===== src/rtl/pipeline_hazard_controller_if.sv =====
// Hazard-controller bundle: ID/EX/MEM hazard info and debug requests in, pipe-register enables/flushes out.
// The pipeline side uses the master modport and the controller uses the slave modport.
interface pipeline_hazard_controller_if #(
  parameter int CNT_WIDTH = 32
);
  // halt_req/resume_req are level requests sampled on each non-frozen edge. The requester keeps
  // halt_req high until it sees halted or the drain begin; a blocked request is retried
  // automatically. Because these are not valid/ready pairs, no ready signal is returned.
  logic [4:0]           id_rs;
  logic [4:0]           id_rt;
  logic                 id_uses_rt;
  logic                 ex_mem_read;
  logic [4:0]           ex_rt;
  logic                 mem_redirect;
  logic                 ext_stall;
  logic                 halt_req;
  logic                 resume_req;
  logic                 pc_en;
  logic                 if_id_en;
  logic                 if_id_flush;
  logic                 id_ex_en;
  logic                 id_ex_flush;
  logic                 ex_mem_en;
  logic                 ex_mem_flush;
  logic                 mem_wb_en;
  logic                 halted;
  logic [CNT_WIDTH-1:0] stall_count;
  logic [CNT_WIDTH-1:0] flush_count;
  logic [1:0]           dbg_state;
  logic [3:0]           dbg_drain_cnt;

  modport master (
    output id_rs, id_rt, id_uses_rt, ex_mem_read, ex_rt, mem_redirect, ext_stall,
           halt_req, resume_req,
    input  pc_en, if_id_en, if_id_flush, id_ex_en, id_ex_flush, ex_mem_en, ex_mem_flush,
           mem_wb_en, halted, stall_count, flush_count, dbg_state, dbg_drain_cnt
  );

  modport slave (
    input  id_rs, id_rt, id_uses_rt, ex_mem_read, ex_rt, mem_redirect, ext_stall,
           halt_req, resume_req,
    output pc_en, if_id_en, if_id_flush, id_ex_en, id_ex_flush, ex_mem_en, ex_mem_flush,
           mem_wb_en, halted, stall_count, flush_count, dbg_state, dbg_drain_cnt
  );
endinterface


===== src/rtl/pipeline_hazard_controller.sv =====
// 5-stage MIPS pipeline sequencer: load-use stalls, redirect flushes, freeze, and halt/drain/resume.
// Define HAZARD_PERF_CNT_EN to build the saturating stall/flush performance counters.
module pipeline_hazard_controller #(
  parameter int DRAIN_CYCLES = 4,
  parameter int CNT_WIDTH    = 32
) (
  input logic                         clk,
  input logic                         reset,
  pipeline_hazard_controller_if.slave bus
);

  typedef enum logic [1:0] {
    ST_RUN    = 2'd0,
    ST_DRAIN  = 2'd1,
    ST_HALTED = 2'd2
  } state_e;

  localparam logic [3:0] DRAIN_LOAD = 4'(DRAIN_CYCLES - 1);

  state_e     state_q, state_d;
  logic [3:0] drain_cnt_q, drain_cnt_d;

  logic load_use;
  logic pc_en, if_id_en, if_id_flush, id_ex_en, id_ex_flush;
  logic ex_mem_en, ex_mem_flush, mem_wb_en;

  assign load_use = bus.ex_mem_read && (bus.ex_rt != 5'd0) &&
                    ((bus.ex_rt == bus.id_rs) || (bus.id_uses_rt && (bus.ex_rt == bus.id_rt)));

  always_comb begin
    state_d      = state_q;
    drain_cnt_d  = drain_cnt_q;
    pc_en        = 1'b1;
    if_id_en     = 1'b1;
    if_id_flush  = 1'b0;
    id_ex_en     = 1'b1;
    id_ex_flush  = 1'b0;
    ex_mem_en    = 1'b1;
    ex_mem_flush = 1'b0;
    mem_wb_en    = 1'b1;

    if (!reset) begin
      // Hold the PC and fill every register with nops while reset is asserted.
      pc_en        = 1'b0;
      if_id_flush  = 1'b1;
      id_ex_flush  = 1'b1;
      ex_mem_flush = 1'b1;
      state_d      = ST_RUN;
      drain_cnt_d  = 4'd0;
    end else if (bus.ext_stall) begin
      pc_en     = 1'b0;
      if_id_en  = 1'b0;
      id_ex_en  = 1'b0;
      ex_mem_en = 1'b0;
      mem_wb_en = 1'b0;
    end else if (bus.mem_redirect) begin
      if_id_flush  = 1'b1;
      id_ex_flush  = 1'b1;
      ex_mem_flush = 1'b1;
      if (state_q == ST_DRAIN) drain_cnt_d = DRAIN_LOAD;
    end else begin
      unique case (state_q)
        ST_RUN: begin
          if (load_use) begin
            pc_en       = 1'b0;
            if_id_en    = 1'b0;
            id_ex_flush = 1'b1;
          end else if (bus.halt_req) begin
            state_d     = ST_DRAIN;
            drain_cnt_d = DRAIN_LOAD;
          end
        end
        ST_DRAIN: begin
          pc_en = 1'b0;
          if (load_use) begin
            // The load still has to reach MEM, so the drain count waits a cycle.
            if_id_en    = 1'b0;
            id_ex_flush = 1'b1;
          end else begin
            if_id_flush = 1'b1;
            if (drain_cnt_q == 4'd0) state_d = ST_HALTED;
            else                     drain_cnt_d = drain_cnt_q - 4'd1;
          end
        end
        ST_HALTED: begin
          pc_en       = 1'b0;
          if_id_en    = 1'b0;
          id_ex_flush = 1'b1;
          if (bus.resume_req) state_d = ST_RUN;
        end
        default: begin
          state_d     = ST_RUN;
          drain_cnt_d = 4'd0;
        end
      endcase
    end
  end

  always_ff @(posedge clk) begin
    state_q     <= state_d;
    drain_cnt_q <= drain_cnt_d;
  end

  assign bus.pc_en         = pc_en;
  assign bus.if_id_en      = if_id_en;
  assign bus.if_id_flush   = if_id_flush;
  assign bus.id_ex_en      = id_ex_en;
  assign bus.id_ex_flush   = id_ex_flush;
  assign bus.ex_mem_en     = ex_mem_en;
  assign bus.ex_mem_flush  = ex_mem_flush;
  assign bus.mem_wb_en     = mem_wb_en;
  assign bus.halted        = reset && (state_q == ST_HALTED);
  assign bus.dbg_state     = state_q;
  assign bus.dbg_drain_cnt = drain_cnt_q;

`ifdef HAZARD_PERF_CNT_EN
  logic [CNT_WIDTH-1:0] stall_cnt_q, stall_cnt_d;
  logic [CNT_WIDTH-1:0] flush_cnt_q, flush_cnt_d;
  logic                 stall_inc, flush_inc;

  assign stall_inc = !bus.ext_stall && !bus.mem_redirect && load_use;
  assign flush_inc = !bus.ext_stall && bus.mem_redirect;

  always_comb begin
    stall_cnt_d = stall_cnt_q;
    flush_cnt_d = flush_cnt_q;
    if (stall_inc && !(&stall_cnt_q)) stall_cnt_d = stall_cnt_q + 1'b1;
    if (flush_inc && !(&flush_cnt_q)) flush_cnt_d = flush_cnt_q + 1'b1;
  end

  always_ff @(posedge clk) begin
    if (!reset) begin
      stall_cnt_q <= '0;
      flush_cnt_q <= '0;
    end else begin
      stall_cnt_q <= stall_cnt_d;
      flush_cnt_q <= flush_cnt_d;
    end
  end

  assign bus.stall_count = stall_cnt_q;
  assign bus.flush_count = flush_cnt_q;
`else
  assign bus.stall_count = {CNT_WIDTH{1'b0}};
  assign bus.flush_count = {CNT_WIDTH{1'b0}};
`endif

endmodule


===== src/flat_wrapper.sv =====
// flat-port wrapper written by rule: the top's interface ports become plain ports
module pipeline_hazard_controller_flat 
#(
  parameter int DRAIN_CYCLES = 4,
  parameter int CNT_WIDTH    = 32
)
  (clk, reset, bus_id_rs, bus_id_rt, bus_id_uses_rt, bus_ex_mem_read, bus_ex_rt, bus_mem_redirect, bus_ext_stall, bus_halt_req, bus_resume_req, bus_pc_en, bus_if_id_en, bus_if_id_flush, bus_id_ex_en, bus_id_ex_flush, bus_ex_mem_en, bus_ex_mem_flush, bus_mem_wb_en, bus_halted, bus_stall_count, bus_flush_count, bus_dbg_state, bus_dbg_drain_cnt);
  pipeline_hazard_controller_if #(.CNT_WIDTH(CNT_WIDTH)) bus_i ();
  input logic clk;
  input logic reset;
  input wire logic [$bits(bus_i.id_rs)-1:0] bus_id_rs;
  input wire logic [$bits(bus_i.id_rt)-1:0] bus_id_rt;
  input wire logic [$bits(bus_i.id_uses_rt)-1:0] bus_id_uses_rt;
  input wire logic [$bits(bus_i.ex_mem_read)-1:0] bus_ex_mem_read;
  input wire logic [$bits(bus_i.ex_rt)-1:0] bus_ex_rt;
  input wire logic [$bits(bus_i.mem_redirect)-1:0] bus_mem_redirect;
  input wire logic [$bits(bus_i.ext_stall)-1:0] bus_ext_stall;
  input wire logic [$bits(bus_i.halt_req)-1:0] bus_halt_req;
  input wire logic [$bits(bus_i.resume_req)-1:0] bus_resume_req;
  output wire logic [$bits(bus_i.pc_en)-1:0] bus_pc_en;
  output wire logic [$bits(bus_i.if_id_en)-1:0] bus_if_id_en;
  output wire logic [$bits(bus_i.if_id_flush)-1:0] bus_if_id_flush;
  output wire logic [$bits(bus_i.id_ex_en)-1:0] bus_id_ex_en;
  output wire logic [$bits(bus_i.id_ex_flush)-1:0] bus_id_ex_flush;
  output wire logic [$bits(bus_i.ex_mem_en)-1:0] bus_ex_mem_en;
  output wire logic [$bits(bus_i.ex_mem_flush)-1:0] bus_ex_mem_flush;
  output wire logic [$bits(bus_i.mem_wb_en)-1:0] bus_mem_wb_en;
  output wire logic [$bits(bus_i.halted)-1:0] bus_halted;
  output wire logic [$bits(bus_i.stall_count)-1:0] bus_stall_count;
  output wire logic [$bits(bus_i.flush_count)-1:0] bus_flush_count;
  output wire logic [$bits(bus_i.dbg_state)-1:0] bus_dbg_state;
  output wire logic [$bits(bus_i.dbg_drain_cnt)-1:0] bus_dbg_drain_cnt;
  assign bus_i.id_rs = bus_id_rs;
  assign bus_i.id_rt = bus_id_rt;
  assign bus_i.id_uses_rt = bus_id_uses_rt;
  assign bus_i.ex_mem_read = bus_ex_mem_read;
  assign bus_i.ex_rt = bus_ex_rt;
  assign bus_i.mem_redirect = bus_mem_redirect;
  assign bus_i.ext_stall = bus_ext_stall;
  assign bus_i.halt_req = bus_halt_req;
  assign bus_i.resume_req = bus_resume_req;
  assign bus_pc_en = bus_i.pc_en;
  assign bus_if_id_en = bus_i.if_id_en;
  assign bus_if_id_flush = bus_i.if_id_flush;
  assign bus_id_ex_en = bus_i.id_ex_en;
  assign bus_id_ex_flush = bus_i.id_ex_flush;
  assign bus_ex_mem_en = bus_i.ex_mem_en;
  assign bus_ex_mem_flush = bus_i.ex_mem_flush;
  assign bus_mem_wb_en = bus_i.mem_wb_en;
  assign bus_halted = bus_i.halted;
  assign bus_stall_count = bus_i.stall_count;
  assign bus_flush_count = bus_i.flush_count;
  assign bus_dbg_state = bus_i.dbg_state;
  assign bus_dbg_drain_cnt = bus_i.dbg_drain_cnt;
  pipeline_hazard_controller #(.DRAIN_CYCLES(DRAIN_CYCLES), .CNT_WIDTH(CNT_WIDTH)) u_core (.clk(clk), .reset(reset), .bus(bus_i));
endmodule

===== config.mk =====
export PLATFORM = sky130hd
export DESIGN_NAME = pipeline_hazard_controller_flat
export DESIGN_NICKNAME = d
export VERILOG_FILES = /design/src/rtl/pipeline_hazard_controller_if.sv /design/src/rtl/pipeline_hazard_controller.sv /design/src/flat_wrapper.sv
export SDC_FILE = /design/constraint.sdc
export NUM_CORES = 1
export LEC_CHECK = 0
export ABC_CLOCK_PERIOD_IN_PS = 5750
export CAP_MARGIN = 10
export CORE_UTILIZATION = 35
export DETAILED_ROUTE_END_ITERATION = 8
export HOLD_SLACK_MARGIN = 0.15
export PLACE_DENSITY = 0.87
export SETUP_SLACK_MARGIN = 0.5
export SYNTH_ARGS = -nofsm -noshare
export SYNTH_HDL_FRONTEND = slang
export SYNTH_SLANG_ARGS = --single-unit

===== constraint.sdc =====
create_clock -name clk -period 5.75 [get_ports clk]
set_input_delay 1.15 -clock clk [delete_from_list [all_inputs] [get_ports clk]]
set_output_delay 1.15 -clock clk [all_outputs]
set_load 0.02 [all_outputs]

==> reports/results.txt, run 1 <==
Max_cap viols -> 0
# DRC -> 0
Fraction of layout cells with a size suffix above 1 -> 5.76%
Die Wd -> 60.6 µm
Via count -> 950
Status -> finished, final reports clean
Distinct cells, synth -> 38
DRT antenna net count -> 0
Initial Util -> 38.1%
Clk sink count -> 6
RSZ-0062 raised after global routing -> no
Area of the die -> 3670 µm²
Total power -> 0.000206 W
Max Clock Skew -> 0.00504 ns
Slew Limit Fails -> 0
Area growth, synth to finish -> 14.2%
I/O pins -> 102
Clock slew at reported path FFs -> 0.05 ns
Post-DP HPWL -> 1870 µm
Most frequent cells in the layout -> conb_1 (64), clkdlybuf4s50_1 (37), inv_1 (9), xor2_1 (9), nor2_1 (8)
Ys Warns -> 0
Die Ht -> 60.6 µm
Async S/R FF share, synth -> 0%
Leakage -> 0.645 nW
Reg2reg path depth -> 8
Vias in the first global route -> 827
Gr busiest metal -> met2
Min-delay worst type -> reg2reg
Tot GR Track Use -> 12.4%
Final Hold Violating Endpoints -> 0
Initial antenna violation count -> 0
FF-to-FF Start -> u_core.bus.dbg_state[1]$_SDFFE_PN0P_
Dpl cells -> 232
Most used cell, CP -> clkdlybuf4s50_1
Post-CTS sizing -> 0
Number of synthesized register bits -> 6
Final non-filler cell total -> 235
Critical path peak fanout -> 4
Commonest non-fill, non-tap cell in the layout -> conb_1
Final WL -> 2170 µm
Total grt overflow -> 0
CP max stage cell -> clkdlybuf4s50_1
Ys flop type -> dfxtp_1
Pin count of the biggest net entering global routing -> 15
Power Dens Cells -> 150 nW/µm²
Number of hold buffers added after cts -> 0
Critical path origin -> bus_ex_rt[4]
Endpoints failing setup -> 0
Layout Nets -> 220
IO buf count -> 37
Crit path cell chain -> clkdlybuf4s50_1 > xor2_1 > nor4_1 > a32oi_2 > nor3_1 > nor2_1 > o21ai_1 > clkdlybuf4s50_1
Hold Slack -> 0.531 ns
Final TNS setup -> 0 ns
Cells after Synth -> 156
EDFF count, synth -> 0
Worst setup SP type -> input port
First-pass GRT wire length -> 3420 µm
Avg Vias per Cell -> 4.04
Post-Synthesis Cell Area -> 1200 µm²
Total CTS buffers -> 3
H-tree levels -> 1
Final core occ -> 43.5%
TritonCTS clock tree -> built
Reg-to-reg critical path endpoint -> u_core.bus.dbg_drain_cnt[3]$_SDFFE_PN0P_
M1 GR Usage -> 12.4%
Core area -> 3150 µm²
Detailed Routing Iterations Pass 1 -> 4
Initial DRC Count -> 39
WL/cell -> 9.24 µm
GR Util met3 -> 4.90%
Req. time, crit path -> 4.60 ns
Reg2Reg Setup Slack -> 3.32 ns
Worst IR Drop VDD -> 39.3 µV
Final Wtd Congestion -> 0.773
Share of the yosys chip area belonging to registers -> 9.99%
Post-Syn Area per Cell -> 7.71 µm²
Fin crit period -> 4.61 ns
Ant. Diodes -> 0
Clk root buf -> clkbuf_4
Fin crit share -> 80.2%
Setup CP Type -> in2out
Critical path arrival -> 3.46 ns
Crit-path max cell delay -> 0.61 ns
M2 GR Usage -> 22.3%
Max Fclk -> 217 MHz
Crit end category -> output port
Rows -> 20
CP Capture Point -> bus_id_ex_flush
Worst skew pair latency -> 0.24 ns
Longest Clk Path Bufs -> 2
Setup bufs post-CTS -> 0
## cell usage after synthesis, drive strengths merged, types with 2 or more instances
cell type	count	share of area, %
buf	68	43
inv	10	3.1
xor2	9	6.6
nor2	8	2.5
dfxtp	6	10
nand2	6	1.9
nand3	6	2.5
o21ai	6	2.8
ha	4	4.2
nor3	3	1.2
or4	3	2.2
nand3b	2	1.2
o211a	2	1.7
o211ai	2	1.2
o31ai	2	1.2
or3	2	1.0
## per-layer routing
metal / vias to the layer above / wire length [µm]
met5: - / 0
met4: 0 / 17
met3: 2 / 221
met2: 53 / 1160
met1: 433 / 777
li1: 462 / -
## final cells by class
| cell class | instances | area, µm² |
|---|---|---|
| timing repair buffer | 37 | 370 |
| clock buffer | 3 | 22.5 |
| tap | 44 | 55.1 |
| multi-input combinational | 135 | 767 |
| sequential | 6 | 120 |
| inverter | 10 | 37.5 |
| fill | 338 | 1780 |
## critical path: cells and delay by family
kind            cells  cell delay, ns
simple gates        3            0.70
compound gates      2            0.34
xor+xnor            1            0.19
buf+inv             2            1.08
## sequential cells by signal, indices dropped and copies added, names as in the netlist
signal                    count
u_core.bus.dbg_state          2
u_core.bus.dbg_drain_cnt      4
## per-stage QoR
stage | setup slack (ns) | cell area, µm²
floorplan | 2.02 | 1440
global placement | 1.14 | 1350
detailed placement | 1.14 | 1350
CTS | 1.14 | 1370
global route | 1.02 | 1370
finish | 1.14 | 1370
## power breakdown
group | switching (W) | internal (W) | leakage (nW)
sequential | 0.00000279 | 0.0000444 | 0.0489
combinational | 0.0000783 | 0.0000417 | 0.583
clock | 0.0000153 | 0.0000236 | 0.0138
## cell families after synthesis
group	count (synthesis)	share of synthesized area (%)
xor+xnor	10	7.28
simple gates	36	16.3
other cells	1	0.312
flops	6	9.99
compound gates	21	16.0
buf+inv	78	45.9
fa+ha+maj	4	4.16
## worst min path at each step
| stage | slack, ns | cells past startpoint | from | endpoint |
|---|---|---|---|---|
| CTS | 0.53 | 2 | u_core.bus.dbg_drain_cnt[3]$_SDFFE_PN0P_ | u_core.bus.dbg_drain_cnt[3]$_SDFFE_PN0P_ |
| floorplan | 0.58 | 2 | u_core.bus.dbg_drain_cnt[3]$_SDFFE_PN0P_ | u_core.bus.dbg_drain_cnt[3]$_SDFFE_PN0P_ |
| detailed placement | 0.53 | 2 | u_core.bus.dbg_drain_cnt[3]$_SDFFE_PN0P_ | u_core.bus.dbg_drain_cnt[3]$_SDFFE_PN0P_ |
| finish | 0.53 | 2 | u_core.bus.dbg_drain_cnt[3]$_SDFFE_PN0P_ | u_core.bus.dbg_drain_cnt[3]$_SDFFE_PN0P_ |
| global route | 0.58 | 2 | u_core.bus.dbg_drain_cnt[3]$_SDFFE_PN0P_ | u_core.bus.dbg_drain_cnt[3]$_SDFFE_PN0P_ |
| global placement | 0.52 | 2 | u_core.bus.dbg_drain_cnt[3]$_SDFFE_PN0P_ | u_core.bus.dbg_drain_cnt[3]$_SDFFE_PN0P_ |
(Power assumes the default switching activity.)
==> inputs of run 2 (changes only) <==
--- a/config.mk
+++ b/config.mk
@@ -5,12 +5,12 @@
 export SDC_FILE = /design/constraint.sdc
 export NUM_CORES = 1
 export LEC_CHECK = 0
-export ABC_CLOCK_PERIOD_IN_PS = 5750
+export ABC_CLOCK_PERIOD_IN_PS = 4720
 export CAP_MARGIN = 10
-export CORE_UTILIZATION = 35
+export CORE_UTILIZATION = 32
 export DETAILED_ROUTE_END_ITERATION = 8
 export HOLD_SLACK_MARGIN = 0.15
-export PLACE_DENSITY = 0.87
+export PLACE_DENSITY = 0.81
 export SETUP_SLACK_MARGIN = 0.5
 export SYNTH_ARGS = -nofsm -noshare
 export SYNTH_HDL_FRONTEND = slang
==> constraint.sdc (replaced) <==
create_clock -name clk -period 4.72 [get_ports clk]
set_input_delay 0.944 -clock clk [delete_from_list [all_inputs] [get_ports clk]]
set_output_delay 0.944 -clock clk [all_outputs]
set_load 0.02 [all_outputs]
==> reports/results.txt, run 2 (synthesis gave the netlist of run 1 again) <==
Status -> finished, final reports clean
First-pass GRT wire length -> 3240 µm
FF-to-FF Start -> u_core.bus.dbg_state[1]$_SDFFE_PN0P_
Critical path peak fanout -> 4
H-tree levels -> 1
Hold path cells -> 2
TritonCTS clock tree -> built
Detailed Routing Iterations Pass 1 -> 4
Post-DP HPWL -> 1780 µm
Pre-CTS setup slack -> 0.518 ns
Crit-path max cell delay -> 0.62 ns
Pin count of the biggest net entering global routing -> 15
Clock slew at reported path FFs -> 0.04 ns
Net Sw Power -> 0.000123 W
Reg2reg path depth -> 8
Slew Limit Fails -> 0
Tot GR Track Use -> 10.3%
Via count -> 941
Worst skew pair latency -> 0.23 ns
# DRC -> 0
Gr busiest metal -> met2
Clk root buf -> clkbuf_8
Hold path start -> u_core.bus.dbg_drain_cnt[3]$_SDFFE_PN0P_
Avg Vias per Cell -> 3.97
Worst IR Drop VDD -> 82.0 µV
Fraction of layout cells with a size suffix above 1 -> 6.28%
Worst setup SP type -> input port
Total grt overflow -> 0
Req. time, crit path -> 3.78 ns
RSZ-0062 raised after global routing -> yes
Total CTS buffers -> 3
Max Clock Skew -> 0.00424 ns
Final core occ -> 40.6%
CP max stage cell -> clkdlybuf4s50_1
WL/cell -> 9.08 µm
Longest Clk Path Bufs -> 2
Initial DRC Count -> 64
Initial antenna violation count -> 0
Net Sw Frac -> 43.5%
Power Dens Cells -> 201 nW/µm²
Area of the die -> 4010 µm²
Max Fclk -> 242 MHz
CP Depth -> 8
Rows -> 21
WP buf/inv -> 2
Max_cap viols -> 0
Final Hold Violating Endpoints -> 0
Sequential share of power -> 20.5%
Ant. Diodes -> 0
Die Wd -> 63.3 µm
Final TNS setup -> 0 ns
IO buf count -> 37
Largest register FFs -> 4
Endpoints failing setup -> 0
Commonest non-fill, non-tap cell in the layout -> conb_1
Cell family with the largest share of critical-path delay -> buffers and inverters
Final WL -> 2150 µm
Fin crit period -> 4.13 ns
Most frequent cells in the layout -> conb_1 (64), clkdlybuf4s50_1 (34), inv_1 (9), xor2_1 (9), nor2_1 (8)
Critical path origin -> bus_ex_rt[4]
Initial Util -> 34.7%
M1 GR Usage -> 11.1%
Min-delay worst type -> reg2reg
Die Ht -> 63.3 µm
Area growth, synth to finish -> 17.1%
M2 GR Usage -> 17.9%
Crit path cell chain -> clkdlybuf4s50_1 > xor2_1 > nor4_2 > a32oi_2 > nor3_1 > nor2_1 > o21ai_1 > clkdlybuf4s50_1
DRT antenna net count -> 0
GR Util met3 -> 3.62%
Layout Nets -> 220
Clk sink count -> 6
Final Wtd Congestion -> 0.787
Core area -> 3470 µm²
Setup CP Type -> in2out
Comb power frac -> 51.5%
Clock power share -> 28.0%
Vias in the first global route -> 739
Crit end category -> output port
Leakage -> 0.678 nW
Pint -> 0.000160 W
Fin crit share -> 87.4%
Total power -> 0.000283 W
Setup ws final -> 0.595 ns
Most used cell, CP -> clkdlybuf4s50_1
Critical path arrival -> 3.18 ns
I/O pins -> 102
==> run 2: area by class of cell <==
class / instances / area [µm²]
tap: 46 / 57.6
multi-input combinational: 135 / 773
timing repair buffer: 37 / 378
clock buffer: 3 / 41.3
sequential: 6 / 120
inverter: 10 / 37.5
fill: 358 / 2060
==> run 2: power by group through the flow <==
stage / Clock [W] / Sequential [W] / Combinational (W)
6_report: 0.0000791 / 0.0000581 / 0.000146
5_1_grt: 0.0000837 / 0.0000586 / 0.000158
4_1_cts: 0.0000811 / 0.0000580 / 0.000145
3_5_place_dp: 0 / 0.0000588 / 0.000144
3_3_place_gp: 0 / 0.0000584 / 0.000143
2_1_floorplan: 0 / 0.0000618 / 0.000138
==> run 2: timing repair <==
item                       4_1_cts  5_1_grt
setup endpoints to repair        0        4
gates resized for setup          0        4
setup buffers                    0        0
hold buffers                     0        0
==> run 2: metrics by stage <==
stage	area [µm²]	hold WS (ns)	cells
floorplan	1440	0.584	219
global placement	1350	0.525	234
detailed placement	1350	0.530	234
CTS	1390	0.532	237
global route	1410	0.570	237
finish	1410	0.527	237
==> run 2: path summary, 6_finish.rpt <==
kind / to / slack (ns)
worst max-delay path: bus_id_ex_flush / 0.59
worst min-delay path: u_core.bus.dbg_drain_cnt[3]$_SDFFE_PN0P_ / 0.53
worst max register to register: u_core.bus.dbg_drain_cnt[3]$_SDFFE_PN0P_ / 2.31
worst min register to register: u_core.bus.dbg_drain_cnt[3]$_SDFFE_PN0P_ / 0.53
==> run 2: tightest hold or removal path, cell delays in order, from the launching register on <==
cell	delay [ns]
dfxtp_1	0.34
nand3_1	0.08
nand3_1	0.06
==> run 2: routing by layer <==
| layer | vias up | routed length (µm) |
|---|---|---|
| met5 | - | 0 |
| li1 | 461 | - |
| met1 | 420 | 868 |
| met4 | 0 | 32 |
| met2 | 57 | 1030 |
| met3 | 3 | 217 |
==> inputs of run 3 (changes only) <==
--- a/config.mk
+++ b/config.mk
@@ -6,7 +6,6 @@
 export NUM_CORES = 1
 export LEC_CHECK = 0
 export ABC_CLOCK_PERIOD_IN_PS = 4720
-export CAP_MARGIN = 10
 export CORE_UTILIZATION = 32
 export DETAILED_ROUTE_END_ITERATION = 8
 export HOLD_SLACK_MARGIN = 0.15
==> results of run 3 <==
No change in the layout: final DEF, timing and power equal those of run 2.
